--- config.mk ---
export PLATFORM = sky130hd
export DESIGN_NAME = f_pc_fetch
export DESIGN_NICKNAME = d
export VERILOG_FILES = /design/src/rtl/f_pc_fetch.sv
export SDC_FILE = /design/constraint.sdc
export NUM_CORES = 1
export LEC_CHECK = 0
export ABC_AREA = 1
export BUFFER_PORTS_ARGS = -buffer_cell sky130_fd_sc_hd__buf_2
export CAP_MARGIN = 30
export CORE_UTILIZATION = 33
export CTS_CLUSTER_SIZE = 16
export DETAILED_ROUTE_END_ITERATION = 16
export GPL_TIMING_DRIVEN = 1
export HOLD_SLACK_MARGIN = 0.15
export PLACE_DENSITY_LB_ADDON = 0.08
export REMOVE_ABC_BUFFERS = 1
export SETUP_SLACK_MARGIN = 0.5
export SLEW_MARGIN = 20
export SYNTH_ARGS = -nofsm -noshare
export SYNTH_HDL_FRONTEND = slang
export SYNTH_SLANG_ARGS = --single-unit
--- constraint.sdc ---
create_clock -name clk -period 5.05 [get_ports clk]
set_clock_uncertainty 0.15 [all_clocks]
set_input_delay 0.2525 -clock clk [delete_from_list [all_inputs] [get_ports clk]]
set_output_delay 0.2525 -clock clk [all_outputs]
set_load 0.02 [all_outputs]
--- src/rtl/f_pc_fetch.sv ---
// Fetch-stage PC unit: selects the next PC and runs the request/grant/response handshake with instruction memory.
// Redirects during an in-flight fetch are buffered in pend and the stale response is dropped.
module f_pc_fetch #(
    parameter int unsigned           WIDTH      = 32,
    parameter logic [WIDTH-1:0]      RESET_PC   = 32'h0000_3000,
    parameter logic [WIDTH-1:0]      HANDLER_PC = 32'h0000_4180,
    parameter logic [WIDTH-1:0]      TEXT_BASE  = 32'h0000_3000,
    parameter logic [WIDTH-1:0]      TEXT_END   = 32'h0000_6ffc
) (
    input  logic             clk,
    input  logic             reset,
    input  logic             pc_en,
    input  logic             req,
    input  logic             eret,
    input  logic [WIDTH-1:0] epc,
    input  logic             br_taken,
    input  logic [WIDTH-1:0] br_target,
    output logic             imem_req,
    output logic [WIDTH-1:0] imem_addr,
    input  logic             imem_gnt,
    input  logic             imem_rvalid,
    input  logic [WIDTH-1:0] imem_rdata,
    output logic             f_valid,
    output logic [WIDTH-1:0] f_pc,
    output logic [WIDTH-1:0] f_instr,
    output logic             f_exc_adel
);

    typedef enum logic [1:0] {
        S_ISSUE,
        S_WAIT,
        S_DONE
    } state_t;

    state_t           state, state_n;
    logic [WIDTH-1:0] pc, pc_n;
    logic [WIDTH-1:0] pend, pend_n;
    logic             kill, kill_n;
    logic             fv_n, fexc_n;
    logic [WIDTH-1:0] fpc_n, finstr_n;

    logic             redirect;
    logic [WIDTH-1:0] target;
    logic             bad;
    logic [WIDTH-1:0] pc_plus4;

    assign redirect = req | eret | br_taken;
    assign target   = req  ? HANDLER_PC :
                      eret ? epc        : br_target;
    assign bad      = (pc[1:0] != 2'b00) | (pc < TEXT_BASE) | (pc > TEXT_END);
    assign pc_plus4 = pc + WIDTH'(4);

    assign imem_req  = (state == S_ISSUE) & ~bad & ~reset;
    assign imem_addr = pc;

    always_ff @(posedge clk or posedge reset) begin
        if (reset) begin
            state      <= S_ISSUE;
            pc         <= RESET_PC;
            pend       <= '0;
            kill       <= 1'b0;
            f_valid    <= 1'b0;
            f_pc       <= '0;
            f_instr    <= '0;
            f_exc_adel <= 1'b0;
        end else begin
            state      <= state_n;
            pc         <= pc_n;
            pend       <= pend_n;
            kill       <= kill_n;
            f_valid    <= fv_n;
            f_pc       <= fpc_n;
            f_instr    <= finstr_n;
            f_exc_adel <= fexc_n;
        end
    end

    always_comb begin
        state_n  = state;
        pc_n     = pc;
        pend_n   = pend;
        kill_n   = kill;
        fv_n     = f_valid;
        fpc_n    = f_pc;
        finstr_n = f_instr;
        fexc_n   = f_exc_adel;

        case (state)
            S_ISSUE: begin
                fv_n = 1'b0;
                // A redirect supersedes both an ungranted request and a faulting PC.
                if (redirect && (bad || !imem_gnt)) begin
                    pc_n = target;
                end else if (bad) begin
                    state_n  = S_DONE;
                    fv_n     = 1'b1;
                    fpc_n    = pc;
                    finstr_n = '0;
                    fexc_n   = 1'b1;
                end else if (imem_gnt) begin
                    state_n = S_WAIT;
                    if (redirect) begin
                        kill_n = 1'b1;
                        pend_n = target;
                    end
                end
            end

            S_WAIT: begin
                fv_n = 1'b0;
                if (imem_rvalid) begin
                    if (kill || redirect) begin
                        pc_n    = redirect ? target : pend;
                        kill_n  = 1'b0;
                        state_n = S_ISSUE;
                    end else begin
                        state_n  = S_DONE;
                        fv_n     = 1'b1;
                        fpc_n    = pc;
                        finstr_n = imem_rdata;
                        fexc_n   = 1'b0;
                    end
                end else if (redirect) begin
                    kill_n = 1'b1;
                    pend_n = target;
                end
            end

            S_DONE: begin
                if (redirect) begin
                    pc_n    = target;
                    state_n = S_ISSUE;
                    fv_n    = 1'b0;
                    fexc_n  = 1'b0;
                end else if (pc_en) begin
                    pc_n    = pc_plus4;
                    state_n = S_ISSUE;
                    fv_n    = 1'b0;
                    fexc_n  = 1'b0;
                end
            end

            default: begin
                state_n = S_ISSUE;
            end
        endcase
    end

endmodule
==> reports/qor.yml, run 1 <==
worstPathArrival_ns: 3.26
antenna_found_initial: 0
critPathSlowestCell: "buf_4"
gp_congestion: 0.8924
postSynthCellCount: 1328
synth_cell_types: 30
maxSlewViolCount: 0
syn_area_um2: 8529
period_needed_ns: 3.096
ir_drop_uv: 445.5
regToRegSetupSlack_ns: 1.95
root_buffer: "clkbuf_16"
crit_buf_inv: 3
reg2reg_to: "f_pc[27]$_DFFE_PP0P_"
dieArea_um2: 26490
wl_um: 29620
first_global_vias: 8245
status: "completed"
core_area_um2: 25250
hpwl_um: 19910
ys_async_sr_fraction_pct: 100.0
ys_seq_elements: 133
start_util_pct: 33.77
io_buffers: 202
multiInputGateArea_um2: 4434
whs_ns: 0.1630
numCtsBuffers: 17
power_density_nw_per_um2: 674.2
cts.htree.levels: 4
rsz0062_at_grt: "false"
syn_avg_cell_area_um2: 6.423
drv_cap: 0
leakage_nw: 5.598
vias: 9007
critPathLaunchType: "register"
grt_use_total_pct: 22.69
setup_viol: 0
cts_resized: 0
drt-initial-drc-count: 677
clkTransAtPathRegs_ns: 0.06
yosysTopAreaCell: "dfrtp_1"
fin_cells: 1868
timing.slew.headroom_pct: 46.87
ant_nets: 0
top_usage_layer: "met2"
placed_cell_area_um2: 9644
n_antenna_cell: 0
die_y_um: 162.8
drc: 0
crit_family: "buffers and inverters"
fin_crit_sh_pct: 61.30
reg2reg_depth: 9
drtPass1Iterations: 8
io_pins: 203
crit_required_ns: 5.21
synth_top_cell_area_share_pct: 38.43
dp_cells: 1796
cpPeakStageDelay_ns: 0.63
worst_pin_slew_ns: 0.7970
cts_tree: "built"
grt_overflow: 0
fillCellCount: 2741
pwr-share-seq_pct: 28.9
hold_viol_final: 0
grt_use_met2_pct: 36.27
yosysSeqAreaShare_pct: 39.05
clock_latency_ns: 0.43
p_int_mw: 3.557
holdCritPathClass: "in -> reg"
grtUsageMet3_pct: 3.463
power_switching_mw: 3.664
synth.area.top_cells: "dfrtp_1 (38%), nand2_1 (23%), nor2_1 (8.4%)"
clock_sinks: 133
use_met1_pct: 31.40
max_freq_ghz: 0.3230
grt_start_max_net_pins: 101
path_cells: "inv_1 > ha_2 > buf_4 > nor2_1 > nor3_4 > nand2_2 > buf_4 > nand2_1 > nand2_1"
nets: 1634
pwr-share-comb_pct: 52.1
dominantRegCellSynth: "dfrtp_1"
post-place-ws_ns: 1.923
critPathKind: "reg -> reg"
worstSetupPathDepth: 9
rows: 58
layout-drive-gt1-share_pct: 17.56
worst_slack_ns: 1.954
register_area_um2: 3331
clock_path_buffers: 2
yosys_warnings: 0
worstReg2RegStart: "state[1]$_DFFE_PP0P_"
endpoint: "f_pc[27]$_DFFE_PP0P_"
clkPwrFrac_pct: 19.0
synth_edf_count: 0
critPathMaxFanout: 65
switching_share_pct: 50.74
wl_per_cell_um: 15.86
endpoint_kind: "register"
cp-startpoint: "state[1]$_DFFE_PP0P_"
areaGrowthSynthToFinish_pct: 25.57
grt_pass1_wl_um: 46580
design_area_um2: 10710
die_x_um: 162.8
vias_per_cell: 4.822
-- timing repair --
item | 4_1_cts | 5_1_grt
buffers inserted | 0 | 0
endpoints found under the hold margin | 133 | 0
setup endpoints to repair | 0 | 0
hold buffers | 38 | 0
-- sequential cells by signal (all words and copies together) (netlist names) --
name and count:
f_instr 32, f_exc_adel 1, pend 32, state 2, f_valid 1, imem_addr 32, kill 1, f_pc 32
-- cell families after synthesis --
| logic type | synth area share, % |
|---|---|
| adders and majority gates | 0.7335 |
| buffers and inverters | 9.095 |
| AOI/OAI and AO/OA | 10.25 |
| and+or+nand+nor | 40.66 |
| DFF | 39.05 |
| xor gates and xnor gates | 0.2054 |
-- placed cells by master, fill, tap and decap left out, drive strengths merged, types with 10 or more instances in the layout --
cell / count
dlygate4sd3: 38
clkbuf: 19
nand3: 77
inv: 94
nand4: 10
buf: 218
nand3b: 39
nor2: 192
a21oi: 40
dfrtp: 131
nand2: 523
o21ai: 129
-- worst min-delay path by stage --
stage	to	slack (ns)	cells after the start	from
2_1_floorplan	pend[0]$_DFFE_PP0P_	0.30	2	pend[0]$_DFFE_PP0P_
3_3_place_gp	f_instr[27]$_DFFE_PP0P_	0.30	2	f_instr[27]$_DFFE_PP0P_
3_5_place_dp	f_instr[14]$_DFFE_PP0P_	0.30	2	f_instr[14]$_DFFE_PP0P_
4_1_cts	imem_addr[17]$_DFFE_PP0P_	0.15	5	epc[17]
5_1_grt	imem_addr[12]$_DFFE_PP1P_	0.20	5	epc[12]
6_report	imem_addr[13]$_DFFE_PP1P_	0.16	7	epc[13]
-- through the flow --
step	TNS, ns	util [%]	power [mW]
CTS	0	42.22	7.248
finish	0	42.41	7.221
global route	0	42.41	7.832
detailed placement	0	38.19	5.831
floorplan	-23.27	-	4.405
global placement	0	38.19	5.818
-- cells in the mapped netlist, types with 3 or more instances --
master,number
inv_1,84
inv_2,7
nand2_1,520
nand2_2,3
nand4_1,10
nor2_1,190
nand3_1,76
dfrtp_1,131
o21ai_0,117
a31oi_1,3
buf_2,28
buf_6,8
clkbuf_1,28
a21oi_1,39
o21ai_1,12
buf_4,11
nand3b_1,39
ha_1,5
-- power by group through the flow --
| stage | logic (mW) | registers (mW) | clock network (mW) |
|---|---|---|---|
| 6_report | 3.76 | 2.09 | 1.37 |
| 5_1_grt | 4.24 | 2.15 | 1.45 |
| 4_1_cts | 3.77 | 2.09 | 1.39 |
| 3_5_place_dp | 3.73 | 2.10 | 0 |
| 3_3_place_gp | 3.72 | 2.10 | 0 |
| 2_1_floorplan | 2.05 | 2.35 | 0 |
-- worst min-delay path: cells and delay by family --
kind / cells / cell delay (ns)
buf+inv: 1 / 0.09
simple gates: 6 / 0.39
-- routing by layer --
metal	share of wire (%)	vias to the layer above
met1	49	4126
li1	-	4586
met2	45	264
met3	5.1	31
met4	1.5	0
met5	0	-
-- cell type report --
| cell class | count | share of cell area, % |
|---|---|---|
| inverter | 92 | 3.271 |
| tap | 330 | 3.855 |
| timing repair buffer | 256 | 14.42 |
| multi-input combinational | 1025 | 41.40 |
| clock buffer | 19 | 4.136 |
| clock inverter | 13 | 1.822 |
| sequential | 133 | 31.10 |
(Power assumes the default switching activity.)
==> inputs of run 2 (changes only) <==
- clock period: 5.05 -> 2.63 ns (I/O delays scaled with it)
==> reports/qor.yml, run 2 (synthesis gave the netlist of run 1 again) <==
period_needed_ns: 2.168
critPathKind: "reg -> reg"
cts_tree: "built"
setup_viol: 0
timing.slew.headroom_pct: 63.05
setup_tns_ns: 0
vias: 9688
nets: 1758
hold_viol_final: 0
whs_ns: 0.1594
ant_nets: 0
hpwl_um: 21490
fin_crit_sh_pct: 82.44
critPathLaunchType: "register"
post-place-ws_ns: 0.1460
io_buffers: 202
dieArea_um2: 26490
grt_overflow: 0
clkTransAtPathRegs_ns: 0.07
worstPathArrival_ns: 2.33
crit_required_ns: 2.80
clock_path_buffers: 2
final_common_cell: "nand2_1"
wl_per_cell_um: 17.57
regToRegSetupSlack_ns: 0.46
holdCritPathClass: "in -> async"
first_global_vias: 9240
grt_use_total_pct: 25.24
drc: 0
layout-drive-gt1-share_pct: 24.79
fillCellCount: 2592
reg2reg_depth: 12
ir_drop_uv: 799.7
n_antenna_cell: 0
clock_sinks: 133
endpoint_kind: "register"
critPathMaxFanout: 7
cpPeakStageDelay_ns: 0.60
worstReg2RegStart: "imem_addr[13]$_DFFE_PP1P_"
maxSlewViolCount: 0
numCtsBuffers: 17
drtPass1Iterations: 5
core_area_um2: 25250
io_pins: 203
drt-initial-drc-count: 595
total_power_mw: 16.58
path_cells: "nand2_4 > nand2_4 > nand4_1 > nor2_4 > nand2_4 > nand3_4 > nand2_4 > clkinv_8 > nand2_8 > clkbuf_16 > nand2_2 > nand2_1"
leakage_nw: 6.370
die_x_um: 162.8
wl_um: 35010
cts.htree.levels: 4
post-route-util_pct: 49.45
start_util_pct: 33.77
antenna_found_initial: 0
worst_pin_slew_ns: 0.5543
grt_pass1_wl_um: 51320
rsz0062_at_grt: "true"
reg2reg_to: "f_instr[9]$_DFFE_PP0P_"
die_y_um: 162.8
worst_slack_ns: 0.4619
drv_cap: 0
power_density_nw_per_um2: 1328
grt_start_max_net_pins: 61
most-common-layout-cells: "nand2_1 (480), buf_2 (201), nor2_1 (166)"
root_buffer: "clkbuf_16"
gp_congestion: 0.9340
max_freq_ghz: 0.4612
areaGrowthSynthToFinish_pct: 46.41
vias_per_cell: 4.863
critPathSlowestCell: "dfstp_2"
clock_latency_ns: 0.43
rows: 58
status: "completed"
cpMostUsedCell: "nand2_4"
==> run 2: stage by stage <==
step	std cells	area (µm²)
global placement	1829	9980
detailed placement	1829	9980
CTS	1968	11800
floorplan	1250	8099
finish	1992	12490
global route	1992	12490
==> run 2: where the power goes <==
part	switching [mW]	total [mW]	internal, mW	leakage, nW
clock	1.05	2.57	1.52	0.293
combinational	6.62	10.4	3.74	4.37
sequential	0.631	3.66	3.03	1.70
total	8.29	16.6	8.29	6.37
==> run 2: area by class of cell <==
type | count | area, µm² | share of cell area (%)
multi-input cells | 1026 | 4785 | 38.31
inverters | 92 | 381.6 | 3.056
clock buffers | 18 | 429.2 | 3.437
clock inverters | 14 | 187.7 | 1.503
repair buffers | 379 | 2950 | 23.62
flip-flops and latches | 133 | 3342 | 26.76
well taps | 330 | 412.9 | 3.306
==> run 2: critical path: cells and delay by family, from the launching register on <==
| kind | cells | cell delay (ns) |
|---|---|---|
| buffers and inverters | 2 | 0.30 |
| flip-flops | 1 | 0.60 |
| AND/OR/NAND/NOR | 10 | 0.97 |
==> run 2: worst max path at each step <==
stage	from	end	slack, ns
floorplan	state[1]$_DFFE_PP0P_	f_instr[0]$_DFFE_PP0P_	-2.78
global placement	imem_addr[13]$_DFFE_PP1P_	f_pc[15]$_DFFE_PP0P_	0.15
detailed placement	imem_addr[13]$_DFFE_PP1P_	f_pc[8]$_DFFE_PP0P_	0.15
CTS	imem_addr[13]$_DFFE_PP1P_	f_instr[9]$_DFFE_PP0P_	0.46
global route	imem_addr[13]$_DFFE_PP1P_	f_instr[9]$_DFFE_PP0P_	0.40
finish	imem_addr[13]$_DFFE_PP1P_	f_instr[9]$_DFFE_PP0P_	0.46
==> run 2: metal layers <==
| layer | GRT usage, % | routed length (µm) | vias up |
|---|---|---|---|
| li1 | - | - | 4852 |
| met1 | 34.64 | 15970 | 4499 |
| met2 | 40.83 | 16320 | 297 |
| met3 | 3.718 | 1935 | 38 |
| met4 | 7.477 | 757 | 2 |
| met5 | 0.7576 | 26 | - |
==> run 2: what timing repair did <==
action,CTS,global route
endpoints found under the setup margin,126,128
gates resized for setup,32,104
pin swaps,5,14
hold endpoints to repair,214,0
cloned,2,12
buffers inserted,4,12
hold buffers,101,0
==> inputs of run 3 (changes only) <==
- clock period: 2.63 -> 1.8 ns (I/O delays scaled with it)
==> reports/qor.yml, run 3 (synthesis gave the netlist of run 1 again) <==
drc: 0
final_common_cell: "nand2_1"
io_buffers: 202
max_freq_ghz: 0.4558
post-place-ws_ns: -0.3651
start_util_pct: 33.77
fillCellCount: 2361
drt-initial-drc-count: 806
die_y_um: 162.8
antenna_found_initial: 0
die_x_um: 162.8
design_area_um2: 14570
dr.max_layer_used: "met4"
crit_required_ns: 1.96
critPathKind: "reg -> reg"
post-route-util_pct: 57.71
drv_cap: 0
ant_nets: 0
period_needed_ns: 2.194
nets: 1938
setup_viol: 133
violations: "negative setup slack"
clkTransAtPathRegs_ns: 0.06
n_antenna_cell: 0
crit_buf_inv: 3
hpwl_um: 24070
status: "finished, violations left"
wl_met2_um: 17080
placed_cell_area_um2: 11290
grt_overflow: 0
worst_pin_slew_ns: 0.4406
vias_per_cell: 4.845
clock_latency_ns: 0.43
rows: 58
dieArea_um2: 26490
clock_path_buffers: 2
cpMostUsedCell: "nand2_2"
postCtsHoldBufs: 85
cts_tree: "built"
critPathSlowestCell: "dfstp_2"
fin_crit_sh_pct: 121.9
worstPathArrival_ns: 2.35
critPathMaxFanout: 6
leakage_nw: 7.503
wl_um: 36310
most-common-layout-cells: "nand2_1 (495), buf_4 (186), buf_2 (173)"
fin_cells: 2171
numCtsBuffers: 17
crit_family: "simple AND/OR/NAND/NOR gates"
timing.slew.headroom_pct: 70.61
grt_start_max_net_pins: 41
grt_pass1_wl_um: 55360
rsz0062_at_grt: "true"
wl_per_cell_um: 16.73
grt_use_total_pct: 27.36
first_global_vias: 10032
clock_sinks: 133
layout-drive-gt1-share_pct: 32.59
gp_congestion: 0.9250
holdCritPathClass: "in -> reg"
endpoint_kind: "register"
cts.htree.levels: 4
io_pins: 203
cpPeakStageDelay_ns: 0.58
core_area_um2: 25250
wl_met1_um: 16570
met3_length_um: 1765
power_density_nw_per_um2: 2029
drtPass1Iterations: 7
hold_viol_final: 0
root_buffer: "clkbuf_16"
areaGrowthSynthToFinish_pct: 70.87
worst_slack_ns: -0.3937
critPathLaunchType: "register"
maxSlewViolCount: 0
vias: 10519
path_cells: "nand2_2 > nand2_2 > nand4_1 > nor2_2 > nand2_2 > buf_4 > nand2_1 > nand2_2 > nand2_4 > buf_12 > buf_12 > nor2_1 > nand2_1 > nand2_1"
dp_cells: 1987
ir_drop_uv: 1159
==> run 3: changes by cell type in the layout (fill, tap and decap cells not counted), moves of 16 or more <==
cell / previous run / this run
buf_12: 11 / 34
buf_2: 201 / 173
buf_4: 47 / 186
buf_6: 8 / 58
dlygate4sd3_1: 101 / 85
o21ai_0: 117 / 91
o21ai_1: 12 / 33
==> run 3: cell type report <==
cell class | instances | area, µm² | area share (%)
Clock inverter | 13 | 221.5 | 1.520
Inverter | 92 | 367.9 | 2.524
Multi-Input combinational cell | 1025 | 4756 | 32.63
Clock buffer | 18 | 439.2 | 3.013
Timing Repair Buffer | 560 | 5040 | 34.58
Sequential cell | 133 | 3337 | 22.90
Tap cell | 330 | 412.9 | 2.833
==> run 3: repair_timing <==
| action | CTS | global route |
|---|---|---|
| hold endpoints to repair | 216 | 30 |
| pin swaps | 31 | 32 |
| resized for setup | 142 | 101 |
| cloned | 16 | 5 |
| buffers inserted | 38 | 9 |
| endpoints found under the setup margin | 166 | 166 |
==> run 3: worst paths after layout <==
| kind | slack (ns) | start | end | cells after the start |
|---|---|---|---|---|
| min in group asynchronous | 0.09 | reset | f_valid$_DFFE_PP0P_ | 3 |
| setup reg to reg | -0.39 | imem_addr[13]$_DFFE_PP1P_ | imem_addr[18]$_DFFE_PP0P_ | 14 |
| hold reg to reg | 0.32 | f_instr[4]$_DFFE_PP0P_ | f_instr[4]$_DFFE_PP0P_ | 2 |
| hold / removal | 0.04 | br_target[1] | imem_addr[1]$_DFFE_PP0P_ | 6 |
| max in group asynchronous | 0.84 | reset | f_instr[27]$_DFFE_PP0P_ | 4 |
| setup / recovery | -0.39 | imem_addr[13]$_DFFE_PP1P_ | imem_addr[18]$_DFFE_PP0P_ | 14 |
==> run 3: per-stage QoR <==
| step | setup TNS, ns | hold WS (ns) | total power [mW] |
|---|---|---|---|
| final | -43.58 | 0.04039 | 29.56 |
| after global routing | -58.32 | 0.08219 | 31.48 |
| after floorplan | -592.95 | 0.1098 | 12.15 |
| after CTS | -40.27 | 0.02679 | 27.90 |
| after detailed placement | -34.76 | 0.01225 | 19.11 |
| after global placement | -33.99 | 0.009479 | 19.08 |
==> run 3: metal layers <==
metal	GRT usage, %	vias up
met5	0	-
li1	-	5219
met2	45.82	336
met4	9.091	0
met3	3.387	46
met1	36.33	4918
==> run 3: worst register-to-register path: cells and delay by family (launching register included) <==
| kind | cells | cell delay [ns] |
|---|---|---|
| flip-flops | 1 | 0.58 |
| AND/OR/NAND/NOR | 11 | 0.91 |
| buffers and inverters | 3 | 0.43 |
==> run 3: power breakdown <==
group	switching, mW	total [mW]	internal, mW
sequential	0.817	5.24	4.42
clock	1.51	4.03	2.52
combinational	10.7	20.3	9.60
